--- src/rtl/ikbd_link_pkg.sv ---
// Shared types and constants for the IKBD host serial link.
package ikbd_link_pkg;

  typedef enum logic [1:0] {IDLE, START, DATA, STOP} link_state_t;

  localparam logic LINK_IDLE_LVL = 1'b1;
  localparam int   DATA_BITS     = 8;

endpackage

--- src/rtl/ikbd_link_fifo.sv ---
// Small synchronous FIFO with registered pointers and occupancy count.
module ikbd_link_fifo #(
  parameter int W  = 8,
  parameter int AW = 2
) (
  input  logic         clk_i,
  input  logic         rst_ni,
  input  logic         push_i,
  input  logic [W-1:0] wdata_i,
  input  logic         pop_i,
  output logic [W-1:0] rdata_o,
  output logic         full_o,
  output logic         empty_o
);

  localparam int DEPTH = 1 << AW;

  logic [W-1:0]  mem_q [DEPTH];
  logic [AW-1:0] wr_ptr_q, rd_ptr_q;
  logic [AW:0]   cnt_q;
  logic          do_push, do_pop;

  assign full_o  = (cnt_q == (AW+1)'(DEPTH));
  assign empty_o = (cnt_q == '0);
  assign rdata_o = mem_q[rd_ptr_q];

  // A pop on a full FIFO frees the slot in the same cycle, so the push still lands.
  assign do_pop  = pop_i & ~empty_o;
  assign do_push = push_i & (~full_o | do_pop);

  always_ff @(posedge clk_i or negedge rst_ni) begin
    if (!rst_ni) begin
      for (int i = 0; i < DEPTH; i++) mem_q[i] <= '0;
      wr_ptr_q <= '0;
      rd_ptr_q <= '0;
      cnt_q    <= '0;
    end else begin
      if (do_push) begin
        mem_q[wr_ptr_q] <= wdata_i;
        wr_ptr_q        <= wr_ptr_q + 1'b1;
      end
      if (do_pop) rd_ptr_q <= rd_ptr_q + 1'b1;
      case ({do_push, do_pop})
        2'b10:   cnt_q <= cnt_q + 1'b1;
        2'b01:   cnt_q <= cnt_q - 1'b1;
        default: cnt_q <= cnt_q;
      endcase
    end
  end

endmodule

--- src/rtl/ikbd_serial_link.sv ---
// Host-side 8N1 serial link to the HD63701 IKBD SCI: TX queue + serialiser, RX deserialiser + queue.
module ikbd_serial_link
  import ikbd_link_pkg::*;
#(
  parameter int BIT_CYCLES = 256,
  parameter int SAMPLE_PT  = 128,
  parameter int FIFO_AW    = 2
) (
  input  logic       CLKx2,
  input  logic       RST_N,
  input  logic [7:0] tx_data,
  input  logic       tx_valid,
  output logic       tx_ready,
  output logic [7:0] rx_data,
  output logic       rx_valid,
  input  logic       rx_ready,
  output logic       ser_txd,
  input  logic       ser_rxd,
  input  logic       err_clr,
  output logic       rx_overrun,
  output logic       rx_frame_err,
  output logic       tx_busy
);

  localparam int             CW       = $clog2(BIT_CYCLES);
  localparam logic [CW-1:0]  CNT_LAST = CW'(BIT_CYCLES - 1);
  localparam logic [CW-1:0]  CNT_SMP  = CW'(SAMPLE_PT);
  localparam logic [2:0]     BIT_LAST = 3'(DATA_BITS - 1);

  logic                 tx_push, tx_pop, tx_full, tx_empty;
  logic [DATA_BITS-1:0] tx_head;
  link_state_t          tx_state_q, tx_state_d;
  logic [CW-1:0]        tx_cnt_q, tx_cnt_d;
  logic [2:0]           tx_bit_q, tx_bit_d;
  logic [DATA_BITS-1:0] tx_sh_q, tx_sh_d;
  logic                 txd_q, txd_d;
  logic                 tx_bit_end;

  logic                 rx_push, rx_pop, rx_full, rx_empty;
  logic                 rx_meta_q, rx_sync_q, rx_prev_q;
  link_state_t          rx_state_q, rx_state_d;
  logic [CW-1:0]        rx_cnt_q, rx_cnt_d;
  logic [2:0]           rx_bit_q, rx_bit_d;
  logic [DATA_BITS-1:0] rx_sh_q, rx_sh_d;
  logic                 rx_wait_q, rx_wait_d;
  logic                 rx_bit_end, rx_smp;
  logic                 ovr_set, ferr_set, ovr_q, ferr_q;

  assign tx_ready = ~tx_full;
  assign tx_push  = tx_valid & ~tx_full;
  assign tx_busy  = (tx_state_q != IDLE) | ~tx_empty;
  assign ser_txd  = txd_q;

  ikbd_link_fifo #(.W(DATA_BITS), .AW(FIFO_AW)) u_tx_fifo (
    .clk_i(CLKx2), .rst_ni(RST_N), .push_i(tx_push), .wdata_i(tx_data),
    .pop_i(tx_pop), .rdata_o(tx_head), .full_o(tx_full), .empty_o(tx_empty)
  );

  assign tx_bit_end = (tx_cnt_q == CNT_LAST);

  always_comb begin
    tx_state_d = tx_state_q;
    tx_cnt_d   = tx_cnt_q;
    tx_bit_d   = tx_bit_q;
    tx_sh_d    = tx_sh_q;
    tx_pop     = 1'b0;
    if (tx_state_q != IDLE) tx_cnt_d = tx_bit_end ? '0 : tx_cnt_q + 1'b1;
    case (tx_state_q)
      IDLE: if (!tx_empty) begin
        tx_pop     = 1'b1;
        tx_sh_d    = tx_head;
        tx_cnt_d   = '0;
        tx_state_d = START;
      end
      START: if (tx_bit_end) begin
        tx_state_d = DATA;
        tx_bit_d   = '0;
      end
      DATA: if (tx_bit_end) begin
        tx_sh_d  = tx_sh_q >> 1;
        tx_bit_d = tx_bit_q + 1'b1;
        if (tx_bit_q == BIT_LAST) tx_state_d = STOP;
      end
      STOP: if (tx_bit_end) begin
        // Chain straight into the next start bit so queued frames leave with no idle gap.
        if (!tx_empty) begin
          tx_pop     = 1'b1;
          tx_sh_d    = tx_head;
          tx_state_d = START;
        end else begin
          tx_state_d = IDLE;
        end
      end
      default: tx_state_d = IDLE;
    endcase
    case (tx_state_q)
      START:   txd_d = 1'b0;
      DATA:    txd_d = tx_sh_q[0];
      default: txd_d = LINK_IDLE_LVL;
    endcase
  end

  always_ff @(posedge CLKx2 or negedge RST_N) begin
    if (!RST_N) begin
      tx_state_q <= IDLE;
      tx_cnt_q   <= '0;
      tx_bit_q   <= '0;
      tx_sh_q    <= '0;
      txd_q      <= LINK_IDLE_LVL;
    end else begin
      tx_state_q <= tx_state_d;
      tx_cnt_q   <= tx_cnt_d;
      tx_bit_q   <= tx_bit_d;
      tx_sh_q    <= tx_sh_d;
      txd_q      <= txd_d;
    end
  end

  assign rx_valid = ~rx_empty;
  assign rx_pop   = rx_ready & ~rx_empty;
  assign ovr_set  = rx_push & rx_full & ~rx_pop;

  ikbd_link_fifo #(.W(DATA_BITS), .AW(FIFO_AW)) u_rx_fifo (
    .clk_i(CLKx2), .rst_ni(RST_N), .push_i(rx_push), .wdata_i(rx_sh_q),
    .pop_i(rx_pop), .rdata_o(rx_data), .full_o(rx_full), .empty_o(rx_empty)
  );

  assign rx_bit_end = (rx_cnt_q == CNT_LAST);
  assign rx_smp     = (rx_cnt_q == CNT_SMP);

  always_comb begin
    rx_state_d = rx_state_q;
    rx_cnt_d   = rx_cnt_q;
    rx_bit_d   = rx_bit_q;
    rx_sh_d    = rx_sh_q;
    rx_wait_d  = rx_wait_q;
    rx_push    = 1'b0;
    ferr_set   = 1'b0;
    if (rx_state_q != IDLE && !rx_wait_q) rx_cnt_d = rx_bit_end ? '0 : rx_cnt_q + 1'b1;
    case (rx_state_q)
      IDLE: if (rx_prev_q && !rx_sync_q) begin
        rx_cnt_d   = '0;
        rx_state_d = START;
      end
      START: begin
        if (rx_smp && rx_sync_q) begin
          rx_state_d = IDLE;
        end else if (rx_bit_end) begin
          rx_state_d = DATA;
          rx_bit_d   = '0;
        end
      end
      DATA: begin
        if (rx_smp) rx_sh_d = {rx_sync_q, rx_sh_q[DATA_BITS-1:1]};
        if (rx_bit_end) begin
          rx_bit_d = rx_bit_q + 1'b1;
          if (rx_bit_q == BIT_LAST) rx_state_d = STOP;
        end
      end
      STOP: begin
        // A bad stop bit parks here until the line is seen high again.
        if (rx_wait_q) begin
          if (rx_sync_q) begin
            rx_wait_d  = 1'b0;
            rx_state_d = IDLE;
          end
        end else if (rx_smp) begin
          if (rx_sync_q) begin
            rx_push    = 1'b1;
            rx_state_d = IDLE;
          end else begin
            ferr_set  = 1'b1;
            rx_wait_d = 1'b1;
          end
        end
      end
      default: rx_state_d = IDLE;
    endcase
  end

  always_ff @(posedge CLKx2 or negedge RST_N) begin
    if (!RST_N) begin
      rx_meta_q  <= LINK_IDLE_LVL;
      rx_sync_q  <= LINK_IDLE_LVL;
      rx_prev_q  <= LINK_IDLE_LVL;
      rx_state_q <= IDLE;
      rx_cnt_q   <= '0;
      rx_bit_q   <= '0;
      rx_sh_q    <= '0;
      rx_wait_q  <= 1'b0;
      ovr_q      <= 1'b0;
      ferr_q     <= 1'b0;
    end else begin
      rx_meta_q  <= ser_rxd;
      rx_sync_q  <= rx_meta_q;
      rx_prev_q  <= rx_sync_q;
      rx_state_q <= rx_state_d;
      rx_cnt_q   <= rx_cnt_d;
      rx_bit_q   <= rx_bit_d;
      rx_sh_q    <= rx_sh_d;
      rx_wait_q  <= rx_wait_d;
      if (ovr_set)      ovr_q <= 1'b1;
      else if (err_clr) ovr_q <= 1'b0;
      if (ferr_set)     ferr_q <= 1'b1;
      else if (err_clr) ferr_q <= 1'b0;
    end
  end

  assign rx_overrun   = ovr_q;
  assign rx_frame_err = ferr_q;

endmodule

--- config.mk ---
export PLATFORM = sky130hd
export DESIGN_NAME = ikbd_serial_link
export DESIGN_NICKNAME = d
export VERILOG_FILES = /design/src/rtl/ikbd_link_pkg.sv /design/src/rtl/ikbd_link_fifo.sv /design/src/rtl/ikbd_serial_link.sv
export SDC_FILE = /design/constraint.sdc
export NUM_CORES = 1
export LEC_CHECK = 0
export CORE_MARGIN = 4
export CORE_UTILIZATION = 50
export DETAILED_ROUTE_END_ITERATION = 7
export PLACE_DENSITY = 0.79
export SETUP_SLACK_MARGIN = 0.02
export SYNTH_ARGS = -nofsm -noshare
export SYNTH_HDL_FRONTEND = slang
export SYNTH_SLANG_ARGS = --single-unit
--- constraint.sdc ---
create_clock -name CLKx2 -period 7.29 [get_ports CLKx2]
set_clock_uncertainty 0.15 [all_clocks]
set_input_delay 0.729 -clock CLKx2 [delete_from_list [all_inputs] [get_ports CLKx2]]
set_output_delay 0.729 -clock CLKx2 [all_outputs]
set_load 0.01 [all_outputs]
-- After elaboration in Yosys (flattened, before gate mapping)
Cells that the tools add are included.
Widths: inputs -> output; s select.
- register bits after elaboration: 127
- output and inout bits: 14
- input port bits: 14
- word-level logic and storage cells: 187
- add/subtract/negate cells: 12
- eq/ne operators: 29
- multiplexer cells: 65
- reductions and logical operators: 26
- bitwise operators: 20
- $lt $le $gt $ge: 6
- operators by type and width (operator ; number):
    $mux 8 ; 17
    $bwmux 32 ; 2
    $bmux 8 s2 ; 2
    $demux 8 s2 ; 2
    $mux 2 ; 13
    $eq 8x8->1 const B ; 3
    $pmux 3 s2 ; 4
    $pmux 8 s3 ; 1
    $ne 2x2->1 const B ; 10
    $add 8x1->8 const B ; 2
    $pmux 2 s4 ; 2
    $reduce_bool 2->1 ; 8
    $mux 1 ; 15
    $mux 3 ; 5
    $add 3x1->3 const B ; 4
    $eq 2x2->1 const B ; 6
    $eq 3x3->1 const B ; 4
    $ge 3x3->1 const B ; 4
    $not 2->3 ; 4
    $reduce_and 5->1 ; 2
    $add 2x1->2 const B ; 4
    $and 1x1->1 ; 8
    $eq 2x1->1 const B ; 4
    $logic_not 3->1 ; 2
    13 further kinds ; 30

-- Longest topological paths before layout
- depth after elaboration: 9
- depth in mapped cells: 11
- mapped depth without buffers: 10

-- Hierarchy
A second synthesis with hierarchy kept.
- cells, all modules: 464
- area total of the unflattened synthesis: 6183.4 µm²
- by module, submodules not included (module ; instances ; area an instance (µm²) ; cells an instance ; seq. area each (µm²)):
    ikbd_link_fifo ; 2 ; 1801.7 ; 115 ; 975.9
    ikbd_serial_link ; 1 ; 2580.0 ; 234 ; 1231.2

-- Least setup slack after synthesis
No wires, ideal clock.
- path type: register to register
- start: reg tx_cnt_q[0]
- end: reg u_tx_fifo.cnt_q[2]
- clock period less this slack: 2.513 ns
- buffers on the path: 1
- data required time: 7.061 ns
- setup slack: 4.777 ns
- cell stages (with the launch flop): 12
- arrival: 2.284 ns
- library setup time: 0.079 ns
- cells stage by stage: dfrtp_1 -> ha_1 -> and3_1 -> clkbuf_1 -> a41oi_1 -> nor3_1 -> ha_1 -> inv_1 -> fa_1 -> xor2_1 -> nor2_1 -> xor2_1
- cells in the longest elaborated chain, start to end: 8
- elaborated cells on any way between the ends: 10
- those cells by class: eq/ne: 3; mux: 3; bitwise: 3; reduce/logical: 1
- RTL lines (element ; RTL line ; source):
    start, declared ; ikbd_serial_link.sv:33 ; logic [CW-1:0] tx_cnt_q, tx_cnt_d;
    start signal, assigned ; ikbd_serial_link.sv:112 ; tx_cnt_q <= tx_cnt_d;
    $eq 8x8->1 (*) ; ikbd_serial_link.sv:59 ; assign tx_bit_end = (tx_cnt_q == CNT_LAST);
    $mux 1 (*) ; ikbd_serial_link.sv:84 ; STOP: if (tx_bit_end) begin
    $pmux 1 s2 (*) ; ikbd_serial_link.sv:68 ; case (tx_state_q)
    $and 1x1->1 (*) ; ikbd_link_fifo.sv:28 ; assign do_pop = pop_i & ~empty_o;
    named net u_tx_fifo.do_pop ; ikbd_link_fifo.sv:21 ; logic do_push, do_pop;
    $or 1x1->1 ; ikbd_link_fifo.sv:29 ; assign do_push = push_i & (~full_o | do_pop);
    $and 1x1->1 ; ikbd_link_fifo.sv:29 ;
    $eq 2x1->1 or $eq 2x2->1 (tied branches) ; ikbd_link_fifo.sv:43 ; case ({do_push, do_pop})
    $pmux 3 s2 or $reduce_bool 2->1 (tied branches) ; - ;
    end signal, assigned ; ikbd_link_fifo.sv:44 ; 2'b10: cnt_q <= cnt_q + 1'b1;
    end signal, assigned ; ikbd_link_fifo.sv:45 ; 2'b01: cnt_q <= cnt_q - 1'b1;
    end signal, assigned ; ikbd_link_fifo.sv:46 ; default: cnt_q <= cnt_q;
    end, declared ; ikbd_link_fifo.sv:20 ; logic [AW:0] cnt_q;
The timed path passes the listed nets; every way through them passes the cells marked *.
A chain may end at the register's enable or synchronous reset.

-- Worst setup path after layout
- start: reg u_rx_fifo.rd_ptr_q[0]
- end: out rx_data[2]
- cells in the longest elaborated chain, start to end: 4
- RTL lines (element ; RTL line ; source):
    start, declared ; ikbd_link_fifo.sv:19 ; logic [AW-1:0] wr_ptr_q, rd_ptr_q;
    start signal, assigned ; ikbd_link_fifo.sv:42 ; if (do_pop) rd_ptr_q <= rd_ptr_q + 1'b1;
    $not 2->3 (implied by the code) ; ikbd_link_fifo.sv:25 ; assign rdata_o = mem_q[rd_ptr_q];
    $bmux 8 s2 ; ikbd_link_fifo.sv:25 ;
    $mux 8 (implied by the code) (2 in a row) ; ikbd_link_fifo.sv:25 ;
    end, declared ; ikbd_serial_link.sv:14 ; output logic [7:0] rx_data,
No other way between the ends. The select of a mux whose other input is x is not followed.

==> flow_metrics.env <==
export IMPL_status="finished clean"
export IMPL_hold_buffers=0
export IMPL_pre_cts_ws_ns=4.177
export IMPL_place_area_um2=6760
export IMPL_grt_total_usage_pct=18.11
export IMPL_synth_common_cells="dfrtp_1, mux2_2, nand2_1, mux2_4, inv_1"
export IMPL_antenna_found_initial=0
export IMPL_wirelength_mm=12.22
export IMPL_yosysSeqAreaShare_pct=50.09
export IMPL_required_ns=6.41
export IMPL_num_rows=40
export IMPL_cts_sinks=127
export IMPL_fin_tns_setup_ns=0
export IMPL_synth_edf_count=0
export IMPL_p_int_mw=1.870
export IMPL_swShare_pct=31.78
export IMPL_synthArstFlopShare_pct=100.0
export IMPL_worstMarginPinSlew_ns=0.9936
export IMPL_multi_input_area_um2=2994
export IMPL_initial_core_util_pct=52.04
export IMPL_post_cts_setup_buffers=0
export IMPL_yosys_area_top_type="dfrtp_1"
export IMPL_crit_fanout=10
export IMPL_synth_xor_area_share_pct=2.756
export IMPL_place_hpwl_mm=8.105
export IMPL_drive_gt1_share_pct=29.06
export IMPL_num_antenna_cells=0
export IMPL_die_w_um=120.7
export IMPL_cts_buffer_depth=2
export IMPL_synth_area_um2=6355
export IMPL_grt_overflow_total=0
export IMPL_yosysMostFrequentCell="dfrtp_1"
export IMPL_clkPwrFrac_pct=30.9
export IMPL_ys_seq_elements=127
export IMPL_yosys_area_share_simple_pct=9.687
export IMPL_critPathArrivalTime_ns=2.18
export IMPL_clk_latency_ns=0.42
export IMPL_crit_type="register to output pin"
export IMPL_synth_fp_nets=519
export IMPL_dr_pass1_iters=4
export IMPL_synth_compound_area_share_pct=6.537
export IMPL_cap_viol_max_count=0
export IMPL_ctsResizeCount=0
export IMPL_slew_headroom_pct=33.76
export IMPL_layoutNonFillerInstCount=691
export IMPL_vias=3911
export IMPL_cts_tree="yes"
export IMPL_p_seq_share_pct=40.0
export IMPL_ant_nets=0
export IMPL_nFillCells=966
export IMPL_synthAdderAreaFrac_pct=4.962
export IMPL_fin_crit_sh_pct=41.95
export IMPL_hold_class="input pin to asynchronous set/reset pin"
export IMPL_synth_cell_types=62
export IMPL_grt_first_pass_wirelength_mm=20.69
export IMPL_nNetsFinal=548
export IMPL_design_area_um2=7361
export IMPL_remaining_drc_errors=0
export IMPL_cp_end_kind="output pin"
export IMPL_static_leakage_power_nw=3.397
export IMPL_core_area_um2=12210
export IMPL_ys_warn_count=0
export IMPL_cts_root_buf="clkbuf_16"
export IMPL_vdd_ir_drop_max_mv=0.1716
export IMPL_finalWeightedCongestion=0.8179
export IMPL_synthCells=481
export IMPL_grt_pass1_vias=4173
export IMPL_synth_top_family_by_area="multiplexers"
export IMPL_p_per_area_nw_per_um2=372.4
export IMPL_min_period_ns=3.058
export IMPL_grt_max_degree=82
export IMPL_drtIter0Drc=192
export IMPL_synthFlopType="dfrtp_1"
export IMPL_synth_top_area_share_pct=48.43
export IMPL_vias_per_cell=5.660
export IMPL_dieArea_um2=14580
export IMPL_power_frac_comb_pct=29.0
export IMPL_final_hold_viol_count=0
export IMPL_muxShareOfSynthArea_pct=23.17
export IMPL_area_delta_synth_final_pct=15.83
export IMPL_cts_made_buffers=17
export IMPL_rsz0062_at_grt="no"
export IMPL_setup_slack_ns=4.232
export IMPL_seqCellArea_um2=3183
export IMPL_h_tree_depth=4
export IMPL_drt_wirelength_per_cell_um=17.69
export IMPL_io_buffers=27
export IMPL_die_height_um=120.7
export IMPL_place_inst=659
export IMPL_ios=28
export IMPL_finalSetupViolCount=0
export IMPL_max_freq_mhz=327.0
export IMPL_avgSynthCellArea_um2=13.21
export IMPL_drv_slew=0
export IMPL_startpoint_type="register"
export IMPL_p_switching_mw=0.8712
export IMPL_clk_pin_slew_ns=0.06
export IMPL_ys_top_cells_by_area="dfrtp_1, mux2_2, mux2_4, mux4_2, ha_1"
-- area by class of cell --
type	count	share of cell area (%)
Clock inverter	12	1.819
Inverter	24	1.224
Timing Repair Buffer	29	3.842
Multi-Input combinational cell	311	40.68
Clock buffer	20	6.340
Tap cell	168	2.856
Sequential cell	127	43.24
-- critical path: stages, from the launching register on --
cell,delay (ns)
dfrtp_1,0.68
mux4_2,0.59
clkdlybuf4s50_1,0.50
-- final timing paths --
kind / slack (ns) / cells after the start / start / to
worst max-delay path: 4.23 / 2 / u_rx_fifo.rd_ptr_q[0] / rx_data[2]
worst min-delay path: 0.16 / 1 / RST_N / tx_cnt_q[1]
worst max register to register: 4.49 / 10 / tx_state_q[0] / u_tx_fifo.cnt_q[2]
worst min register to register: 0.21 / 0 / rx_meta_q / rx_sync_q
max in group asynchronous: 5.42 / 2 / RST_N / rx_frame_err
min in group CLKx2: 0.21 / 0 / rx_meta_q / rx_sync_q
-- placed cells by master, fill, tap and decap left out, drive strengths merged, types with 11 or more instances in the layout --
cell	instances
nand2	40
nand3	14
inv	26
nor2	16
o21ai	21
clkdlybuf4s50	26
ha	22
xor2	11
mux4	16
clkbuf	20
mux2	81
dfrtp	123
-- power groups by stage --
stage	clock network, mW	logic, mW	registers [mW]
after floorplan	0	0.684	1.01
after global placement	0	0.755	1.09
after detailed placement	0	0.796	1.11
after CTS	0.864	0.803	1.10
after global routing	0.899	0.878	1.13
final	0.848	0.796	1.10
-- flip-flops by register name, summed over array words and instances (netlist names), 2 cells and up, named ones only --
register            count
tx_state_q              2
tx_bit_q                3
u_tx_fifo.cnt_q         3
u_rx_fifo.wr_ptr_q      2
u_tx_fifo.rd_ptr_q      2
u_rx_fifo.rd_ptr_q      2
rx_bit_q                3
u_rx_fifo.mem_q        32
rx_cnt_q                8
u_tx_fifo.wr_ptr_q      2
tx_sh_q                 8
u_tx_fifo.mem_q        32
rx_sh_q                 8
u_rx_fifo.cnt_q         3
tx_cnt_q                8
-- stage by stage --
stage	power [mW]	hold WS, ns	utilization (%)
after global routing	2.906	0.2022	60.28
after floorplan	1.695	0.1952	-
after CTS	2.764	0.1764	60.28
after global placement	1.845	0.1964	55.36
final	2.741	0.1592	60.28
after detailed placement	1.901	0.2048	55.36
-- layer usage --
layer	vias to the layer above	GRT usage, %	wire [µm]
met5	-	0	0
met4	0	7.507	229
met3	20	4.537	377
met2	75	30.42	6258
met1	2027	22.35	5359
li1	1789	-	-
-- kinds of logic after synthesis --
group | count (synthesis)
AO/OA/AOI/OAI | 58
AND/OR/NAND/NOR | 104
XOR/XNOR | 20
multiplexers | 105
adder cells (fa/ha/maj) | 24
flip-flops | 127
buffers and inverters | 43
No activity file was read; power rests on OpenSTA's default activity.
